<file path="src/rtl/spi_sram_master.sv">
// SPI mode-0 master for M23A1024-class serial SRAMs. It runs one fixed-length
// full-duplex transfer per request and reports the word shifted in from MISO.
module spi_sram_master #(
    parameter int DATA_WIDTH = 32,
    parameter int CLK_DIV    = 2
) (
    input  logic                  clk,
    input  logic                  rst,
    input  logic                  enable,
    input  logic [DATA_WIDTH-1:0] d_send,
    output logic [DATA_WIDTH-1:0] d_received,
    output logic                  transfer_success,
    output logic                  HOLD_ENABLE,
    input  logic                  miso,
    output logic                  mosi,
    output logic                  sck,
    output logic                  cs_n
);

    localparam int DIV_W = $clog2(CLK_DIV + 1);
    localparam int CNT_W = $clog2(DATA_WIDTH + 1);
    localparam logic [DIV_W-1:0] DIV_LAST = DIV_W'(CLK_DIV - 1);
    localparam logic [CNT_W-1:0] CNT_LAST = CNT_W'(DATA_WIDTH - 1);

    typedef enum logic [2:0] {
        ST_IDLE,
        ST_LEAD,
        ST_SCK_HI,
        ST_SCK_LO,
        ST_TRAIL
    } state_t;

    state_t                r_state, w_state_nxt;
    logic [DIV_W-1:0]      r_div, w_div_nxt;
    logic [CNT_W-1:0]      r_cnt, w_cnt_nxt;
    logic [DATA_WIDTH-1:0] r_tx, w_tx_nxt;
    logic [DATA_WIDTH-1:0] r_rx, w_rx_nxt;
    logic [DATA_WIDTH-1:0] r_drx, w_drx_nxt;
    logic                  r_sck, w_sck_nxt;
    logic                  r_mosi, w_mosi_nxt;
    logic                  r_cs_n, w_cs_n_nxt;
    logic                  r_done, w_done_nxt;
    logic                  r_hold;
    logic                  w_div_last;

    assign w_div_last = (r_div == DIV_LAST);

    // NOTE: every next-state value gets a default before the case statement,
    // so no path through this block leaves a signal unassigned (no latches).
    always_comb begin
        w_state_nxt = r_state;
        w_div_nxt   = r_div;
        w_cnt_nxt   = r_cnt;
        w_tx_nxt    = r_tx;
        w_rx_nxt    = r_rx;
        w_drx_nxt   = r_drx;
        w_sck_nxt   = r_sck;
        w_mosi_nxt  = r_mosi;
        w_cs_n_nxt  = r_cs_n;
        w_done_nxt  = 1'b0;

        // One shared divider paces every non-idle phase to CLK_DIV cycles.
        if (r_state != ST_IDLE) begin
            w_div_nxt = w_div_last ? '0 : r_div + 1'b1;
        end

        case (r_state)
            ST_IDLE: begin
                if (enable) begin
                    w_tx_nxt    = d_send;
                    w_cs_n_nxt  = 1'b0;
                    w_mosi_nxt  = d_send[DATA_WIDTH-1];
                    w_cnt_nxt   = '0;
                    w_div_nxt   = '0;
                    w_state_nxt = ST_LEAD;
                end
            end
            ST_LEAD, ST_SCK_LO: begin
                if (w_div_last) begin
                    w_sck_nxt   = 1'b1;
                    w_rx_nxt    = {r_rx[DATA_WIDTH-2:0], miso};
                    w_state_nxt = ST_SCK_HI;
                end
            end
            ST_SCK_HI: begin
                if (w_div_last) begin
                    w_sck_nxt = 1'b0;
                    w_cnt_nxt = r_cnt + 1'b1;
                    if (r_cnt == CNT_LAST) begin
                        w_state_nxt = ST_TRAIL;
                    end else begin
                        w_tx_nxt    = r_tx << 1;
                        w_mosi_nxt  = r_tx[DATA_WIDTH-2];
                        w_state_nxt = ST_SCK_LO;
                    end
                end
            end
            ST_TRAIL: begin
                if (w_div_last) begin
                    w_cs_n_nxt  = 1'b1;
                    w_mosi_nxt  = 1'b0;
                    w_drx_nxt   = r_rx;
                    w_done_nxt  = 1'b1;
                    w_state_nxt = ST_IDLE;
                end
            end
            default: begin
                w_state_nxt = ST_IDLE;
            end
        endcase
    end

    // NOTE: state registers use non-blocking assignments so every flop
    // samples its next value from the same pre-edge snapshot.
    always_ff @(posedge clk or negedge rst) begin
        if (!rst) begin
            r_state <= ST_IDLE;
            r_div   <= '0;
            r_cnt   <= '0;
            r_tx    <= '0;
            r_rx    <= '0;
            r_drx   <= '0;
            r_sck   <= 1'b0;
            r_mosi  <= 1'b0;
            r_cs_n  <= 1'b1;
            r_done  <= 1'b0;
            r_hold  <= 1'b1;
        end else begin
            r_state <= w_state_nxt;
            r_div   <= w_div_nxt;
            r_cnt   <= w_cnt_nxt;
            r_tx    <= w_tx_nxt;
            r_rx    <= w_rx_nxt;
            r_drx   <= w_drx_nxt;
            r_sck   <= w_sck_nxt;
            r_mosi  <= w_mosi_nxt;
            r_cs_n  <= w_cs_n_nxt;
            r_done  <= w_done_nxt;
            r_hold  <= 1'b1;
        end
    end

    assign d_received       = r_drx;
    assign transfer_success = r_done;
    assign HOLD_ENABLE      = r_hold;
    assign mosi             = r_mosi;
    assign sck              = r_sck;
    assign cs_n             = r_cs_n;

endmodule

</file>
<file path="config.mk">
export PLATFORM = sky130hd
export DESIGN_NAME = spi_sram_master
export DESIGN_NICKNAME = d
export VERILOG_FILES = /design/src/rtl/spi_sram_master.sv
export SDC_FILE = /design/constraint.sdc
export NUM_CORES = 1
export LEC_CHECK = 0
export CAP_MARGIN = 25
export CORE_UTILIZATION = 45
export CTS_CLUSTER_SIZE = 24
export DETAILED_ROUTE_END_ITERATION = 16
export PLACE_DENSITY_LB_ADDON = 0.3
export SETUP_SLACK_MARGIN = 0.05
export SLEW_MARGIN = 15
export SYNTH_ARGS = -nofsm -noshare
export SYNTH_HDL_FRONTEND = slang
export SYNTH_SLANG_ARGS = --single-unit
</file>
<file path="constraint.sdc">
create_clock -name clk -period 2.35 [get_ports clk]
set_clock_uncertainty 0.05 [all_clocks]
set_input_delay 0.47 -clock clk [delete_from_list [all_inputs] [get_ports clk]]
set_output_delay 0.47 -clock clk [all_outputs]
set_load 0.005 [all_outputs]
</file>
# After elaboration in Yosys (flattened, before gate mapping)

Index checks and enable logic that the tools add are counted.

$add $sub $neg: 2
Equality and inequality tests: 11
Muxes and demuxes: 28
Reductions and logical operators: 15

Operators by type and width:

| cell                                                                   | count |
|---|---|
| 31-bit two-way mux                                                     | 3 |
| 31-bit one-hot mux with 2 select lines                                 | 1 |
| 3-bit two-way mux                                                      | 5 |
| 6-bit two-way mux                                                      | 2 |
| 3-bit one-hot mux with 4 select lines                                  | 1 |
| 6-bit one-hot mux with 2 select lines                                  | 1 |
| 2-bit != test (second input constant)                                  | 5 |
| 3-bit AND reduction                                                    | 3 |
| 1-bit two-way mux                                                      | 8 |
| 2-bit two-way mux                                                      | 4 |
| 4-bit AND reduction                                                    | 2 |
| 6-bit by 1-bit adder with 6-bit output (second input constant)         | 1 |
| 3-bit by 2-bit equality test with 1-bit output (second input constant) | 2 |
| 6-bit by 5-bit equality test with 1-bit output (second input constant) | 1 |
| 2-bit nonzero test                                                     | 3 |
| 3-bit nonzero test                                                     | 2 |
| 5-bit AND reduction                                                    | 1 |
| 1-bit one-hot mux with 2 select lines                                  | 2 |
| 2-bit AND reduction                                                    | 2 |
| 3-bit by 1-bit equality test with 1-bit output (second input constant) | 1 |
| 3-bit equality test (second input constant)                            | 1 |
| 3-bit logical NOT                                                      | 1 |
| 1-bit one-hot mux with 3 select lines                                  | 1 |
| 2-bit by 1-bit adder with 2-bit output (second input constant)         | 1 |
| 2 further kinds                                                        | 2 |

Bits in registers: 110
Bits of input ports: 36
Word-level logic and storage cells: 66

# Longest topological paths before layout

Gate-level depths: netlist (run 1).

Depth after elaboration: 5
Depth in mapped cells: 7
Depth with buffers taken out: 5

# Worst setup path before layout (run 1)

Ideal clock, no wire load.

Kind: flip-flop to flip-flop
Start point: register r_state[0]
End point: register r_tx[25]
Setup time: 0.125 ns
Data arrival time: 1.619 ns
Required time: 2.175 ns
Path slack: 0.556 ns
Stages on the path, launching flop included: 7
Path buffers: 3
Clock period less this slack: 1.794 ns
Path through: dfrtp_1 buf_2 nor3b_1 buf_6 buf_4 mux2_2 mux2_4

Longest elaborated chain between the ends: 3
Elaborated cells on any way between the ends: 8
Those cells by class: eq/ne: 4; mux: 1; reduce/logical: 3

RTL lines:

| element                                                                             | RTL line | source |
|---|---|---|
| from (decl)                                                                         | 33       | `state_t r_state, w_state_nxt;` |
| from (signal assigned)                                                              | 129      | `r_state <= w_state_nxt;` |
| 3-bit by 2-bit equality test with 1-bit output or 3-bit logical NOT (tied branches) | 67       | `case (r_state)` |
| 2-bit != test (no source line) or 2-bit nonzero test (tied branches)                | n/a      |  |
| 4-bit AND reduction (no source line)                                                | n/a      |  |
| to (signal assigned)                                                                | 132      | `r_tx <= w_tx_nxt;` |
| to (decl)                                                                           | 36       | `logic [DATA_WIDTH-1:0] r_tx, w_tx_nxt;` |

Parallel ways exist; a longest one is shown, timed or not.
A chain may end at the register's enable or synchronous reset.

# Worst setup path in the final report (run 1)

Start point: register r_cs_n (netlist: cs_n)
End point: output port cs_n

RTL lines:

| element                | RTL line | source |
|---|---|---|
| from (decl)            | 41       | `logic r_cs_n, w_cs_n_nxt;` |
| from (signal assigned) | 137      | `r_cs_n <= w_cs_n_nxt;` |
| to (decl)              | 17       | `output logic cs_n` |

No word-level cell between the ends.

==> results.md, run 1 <==
- Num CTS Buffers: 9
- Final worst slack: 0.408 ns
- Largest net degree at the start of global routing: 45
- Final Wtd Congestion: 0.768
- Slowest CP cell: dfstp_2
- Clk pin slew, worst setup/hold paths: 0.10 ns
- PwrDens: 1060 mW/mm2
- Max Freq: 515 MHz
- CTS Buffer Depth: 2
- Synth warn: 0
- Core region area: 0.0104 mm2
- Ports: 73
- Antenna-violating nets left: 0
- Post-synthesis cell count: 319
- Die width: 106 um
- Vias: 2699
- Hpwl dp: 5.49 mm
- Drt pass-1 iters: 2
- Mapped cell area: 0.00482 mm2
- Clock net sink count: 110
- First-iteration detailed-routing DRC count: 102
- Dpl cells: 518
- Max cap viols: 0
- Mapped Nets: 356
- Post-Route WL: 8.14 mm
- Vias per cell: 5.05
- Leakage: 0.00273 uW
- Max rail drop VDD: 0.437 mV
- # hold bufs at CTS: 0
- Post-synth EDFFs: 0
- DRC: 0
- Antenna cells: 0
- CTS resizes: 0
- Crit-path leading delay family: flip-flops
- Die area: 0.0111 mm2
- CTS H-tree depth: 3
- Cell with the most instances after synthesis: dfrtp_1
- Critical path buffer and inverter count: 1
- Root buffer cell: clkbuf_8
- Nets: 430
- Synth cell types: 38
- Synth Register Bits: 110
- Starting density of the core: 46.5%
- Dpl ws: 0.284 ns
- Worst-skew pair later-pin latency: 0.37 ns
- Total grt overflow: 0
- Cell Chain, Critical Path: clkdlybuf4s50_1
- Worst stage delay on the critical path: 0.54 ns
- Post-route minimum period: 1.94 ns
- First-pass GRT wire length: 14.2 mm
- Worst-margin pin slew: 0.572 ns
- Share of synthesized registers carrying an async set or reset: 100%
- Final std cells w/o fill: 534
- Final setup viols: 0
- Crit-path max FO: 2
- Vias in the first global route: 2851
- Synth top area share: 56.5%
- Status: complete, no violations
- Crit path DAT: 1.42 ns
- Critical Path Source Type: flop
- Crit. End Element: primary output
- Relative slew slack: 61.9%
- Worst Path Required: 1.83 ns
- Final TNS setup: 0 ns
- Setup bufs post-CTS: 0
- Fin crit share: 82.7%
- Dominant cell type by area after synthesis: dfrtp_1
- Syn-to-layout area delta: 22.7%
- Crit Path Category: reg2out
- Row count: 37
- Fin. Hold Viols: 0
- Post-synthesis sequential area ratio: 57.1%
- Synthesized area per cell: 15.1 um2
- Initial antenna violation count: 0
- Synth cell count leaders: 109 x dfrtp_1, 93 x mux2_2, 30 x mux2_4, 12 x nand2_1
- Pins over their slew limit: 0
- TritonCTS clock tree: built
- RSZ-0062 raised after global routing: false
- Post-detailed-route wirelength per cell: 15.2 um
- GRT Util Overall: 16.2%
- Fraction of layout cells with a size suffix above 1: 39.7%
- Synth Flop Type: dfrtp_1
- Area contributors post-synth: dfrtp_1 57%, mux2_2 22%, mux2_4 9.3%
- Fill cell count: 867
- Port Buffer Count: 71
- Class of the tightest hold or removal check: in2async
- Height of the die: 106 um
worst register-to-register path, cell delays in order, from the launching register on:
cell and delay, ns:
dfrtp_1 0.40, and2b_1 0.37, o311ai_2 0.21, a21boi_4 0.26, buf_12 0.20, mux2_2 0.34
flip-flops by register name, summed over array words and instances, names as in the netlist:
register and flops:
r_tx 31, r_state 3, r_div 2, mosi 1, r_rx 32, sck 1, r_cnt 6, d_received 32
cs_n 1, transfer_success 1
metrics by stage:
stage               power, uW  util, %  hold slack [ns]  area, um2
floorplan                4610        -            0.124       4820
global placement         5020     55.0            0.400       5700
detailed placement       5110     55.0            0.405       5700
CTS                      6330     57.1           0.0293       5920
global route             6650     57.1           0.0565       5920
finish                   6270     57.1           0.0355       5920
path summary, 6_finish.rpt:
path / slack, ns / cells after the start / end / start
worst min register to register: 0.42 / 2 / cs_n / cs_n
worst min-delay path: 0.04 / 1 / r_cnt[1] / rst
worst max-delay path: 0.41 / 1 / cs_n / cs_n
worst max register to register: 0.41 / 5 / r_tx[30] / r_div[1]
max in group asynchronous: 1.58 / 2 / r_tx[25] / rst
min in group clk: 0.42 / 2 / cs_n / cs_n
power breakdown:
part           total [uW]  internal, uW  switching [uW]
logic                2290          1470             826
clock network        1200           521             684
registers            2770          2420             354
area by class of cell:
cell class              count  area [um2]  share of cell area, %
flip-flops and latches    110        2750                   46.5
multi-input cells         186        1930                   32.6
repair buffers             81         833                   14.1
well taps                 136         170                   2.87
clock buffers               9         124                   2.09
clock inverters             7        91.3                   1.54
inverters                   5        18.8                  0.317
metal layers:
metal  wire [um]  up-vias  global-route usage [%]
met5           0        -                       0
met4         116        0                    5.36
met3         377       13                    5.07
met2        3880       44                    25.2
met1        3770     1368                    21.5
li1            -     1274                       -
cells by family after synthesis:
group | Yosys count | synth area share (%)
buf+inv | 23 | 3.32
mux | 127 | 32.0
simple gates | 38 | 4.23
other cells | 1 | 0.0777
xor+xnor | 3 | 0.545
fa+ha+maj | 1 | 0.259
flops | 110 | 57.1
compound gates | 16 | 2.54
placed cells by master (no fill, tap or decap), drive strengths merged, types with 5 or more instances in the layout:
master,instances
buf,11
clkbuf,9
clkdlybuf4s50,70
dfrtp,109
inv,9
mux2,126
nand2,12
nand3,6
nor2,9
o21ai,5
No activity file was read; power rests on OpenSTA's default activity.
==> run 2, diff against run 1 <==
- clock period: 2.35 -> 2 ns (I/O delays scaled with it)
==> run 2 against run 1 <==
Compared with the run above: the flow now finishes with violations (negative hold slack); via count fell by 0.78%; die area is the same; sequential power rose by 17%; critical endpoint is now r_tx[19]; largest power group unchanged.
==> results.md, run 2 (synthesis results as in run 1) <==
- Fraction of layout cells with a size suffix above 1: 40.5% (+0.85 points)
- Vias: 2678 (-0.78%)
- Critical path origin: r_cnt[0]
- Final setup viols: 0 (unchanged)
- Num CTS Buffers: 9 (unchanged)
- Root buffer cell: clkbuf_8
- Clk pin slew, worst setup/hold paths: 0.10 ns (about the same)
- Violated checks: negative hold slack
- Vias per cell: 4.98 (-1.5%)
- Final core occ: 57.5% (+0.43 points)
- Row count: 37 (unchanged)
- Clock net sink count: 110 (unchanged)
- Total grt overflow: 0 (unchanged)
- Commonest non-fill, non-tap cell in the layout: dfrtp_1
- Initial antenna violation count: 0 (unchanged)
- Critical Path Source Type: flop
- Fin. Hold Viols: 1 (+1)
- Nets: 434 (+0.93%)
- Cell Chain, Critical Path: ha_1 -> inv_1 -> o311ai_4 -> a21boi_4 -> buf_4 -> mux2_4
- TritonCTS clock tree: built
- DRC: 0 (unchanged)
- Height of the die: 106 um (unchanged)
- Max rail drop VDD: 0.642 mV (+47%)
- Die area: 0.0111 mm2 (unchanged)
- Die width: 106 um (unchanged)
- Max cap viols: 0 (unchanged)
- Crit Path Category: reg2reg
- Worst stage delay on the critical path: 0.42 ns (-0.12 ns)
- Pins over their slew limit: 0 (unchanged)
- PwrDens: 1240 mW/mm2 (+17%)
- FF-to-FF setup slack: 0.11 ns (-0.29 ns)
- Final Wtd Congestion: 0.776 (+1.0%)
- GRT Util Overall: 16.1% (-0.091 points)
- Post-Route WL: 8.18 mm (+0.49%)
- Antenna-violating nets left: 0 (unchanged)
- Worst r2r src: r_cnt[0]
- Class of the tightest hold or removal check: in2async
- Antenna cells: 0 (unchanged)
- Crit-path max FO: 7 (+5)
- Core region area: 0.0104 mm2 (unchanged)
- Starting density of the core: 46.5% (unchanged)
- CTS Buffer Depth: 2 (unchanged)
- Vias in the first global route: 2806 (-1.6%)
- Relative slew slack: 58.4% (-3.4 points)
- CTS H-tree depth: 3 (unchanged)
- Dpl ws: 0.00619 ns (-0.278 ns)
- Post-detailed-route wirelength per cell: 15.2 um (-0.26%)
- Largest net degree at the start of global routing: 111 (+150%)
- Crit. End Element: flop
- Port Buffer Count: 71 (unchanged)
- Slowest CP cell: dfrtp_1
- Fin crit share: 94.3%
- Post-route minimum period: 1.89 ns
- Hold slack: -0.00971 ns (-0.0452 ns)
- Most frequent cells in the layout: 108 x dfrtp_1, 93 x mux2_2, 70 x clkdlybuf4s50_1
- Ports: 73 (unchanged)
- Max Freq: 530 MHz
- Status: complete, but fails checks
- Worst-margin pin slew: 0.623 ns (+0.0511 ns)
- Crit path DAT: 2.10 ns (+0.68 ns)
- Hpwl dp: 5.28 mm (-3.9%)
- Drt pass-1 iters: 5 (+3)
- RSZ-0062 raised after global routing: false
- First-pass GRT wire length: 14.1 mm (-0.88%)
- Worst Path Required: 2.21 ns (+0.38 ns)
- Syn-to-layout area delta: 23.6%
- Final TNS setup: 0 ns (unchanged)
- Leakage: 0.00276 uW (+1.1%)
- Final worst slack: 0.114 ns (-0.293 ns)
- Worst-skew pair later-pin latency: 0.37 ns (about the same)
- First-iteration detailed-routing DRC count: 106 (+3.9%)
==> run 2: timing repair <==
item / in CTS / in global routing
setup buffers: 0 / 0
resized for setup: 0 / 4
hold buffers: 0 / 0
setup endpoints to repair: 0 / 30
endpoints found under the hold margin: 0 / 0
==> run 2: stage by stage <==
step	total power [uW]	hold WS, ns	cell area, um2	std cells
detailed placement	5990	0.411	5730	522
global placement	5890	0.400	5730	522
finish	7390	-0.00971	5960	538
CTS	7430	0.0636	5950	538
floorplan	5410	0.0544	4820	319
global route	7860	0.0903	5960	538
==> run 2: area by class of cell <==
class | instances | area, um2
well taps | 136 | 170
multi-input cells | 186 | 1940
clock inverters | 6 | 73.8
fillers | 854 | 4410
flip-flops and latches | 110 | 2760
inverters | 5 | 18.8
clock buffers | 10 | 138
repair buffers | 85 | 871
==> run 2: worst paths after layout <==
check | end | cells after the start
hold / removal | r_tx[26] | 2
max in group asynchronous | r_tx[29] | 2
setup / recovery | r_tx[19] | 6
setup reg to reg | r_tx[19] | 6
min in group clk | cs_n | 2
hold reg to reg | cs_n | 2
==> run 2: routing by layer <==
| metal | share of wire, % | GRT usage, % |
|---|---|---|
| met4 | 1.2 | 4.76 |
| met2 | 46 | 24.2 |
| met3 | 4.6 | 4.64 |
| met1 | 48 | 22.5 |
| met5 | 0 | 0 |
==> run 2: report_power, final <==
group / internal [uW] / switching [uW]
Clock: 635 / 784
Sequential: 2840 / 401
Combinational: 1740 / 981
==> run 2: critical path, delay by kind of cell, from the launching register on <==
family	cells	cell delay (ns)
adders and majority gates	1	0.24
muxes	1	0.31
AOI/OAI and AO/OA	2	0.40
buffers and inverters	2	0.36
DFF	1	0.42
==> run 3, diff against run 2 <==
- CTS_CLUSTER_SIZE: 24 -> 28
==> results of run 3 <==
Final layout, timing and power as in run 2 (identical DEF).
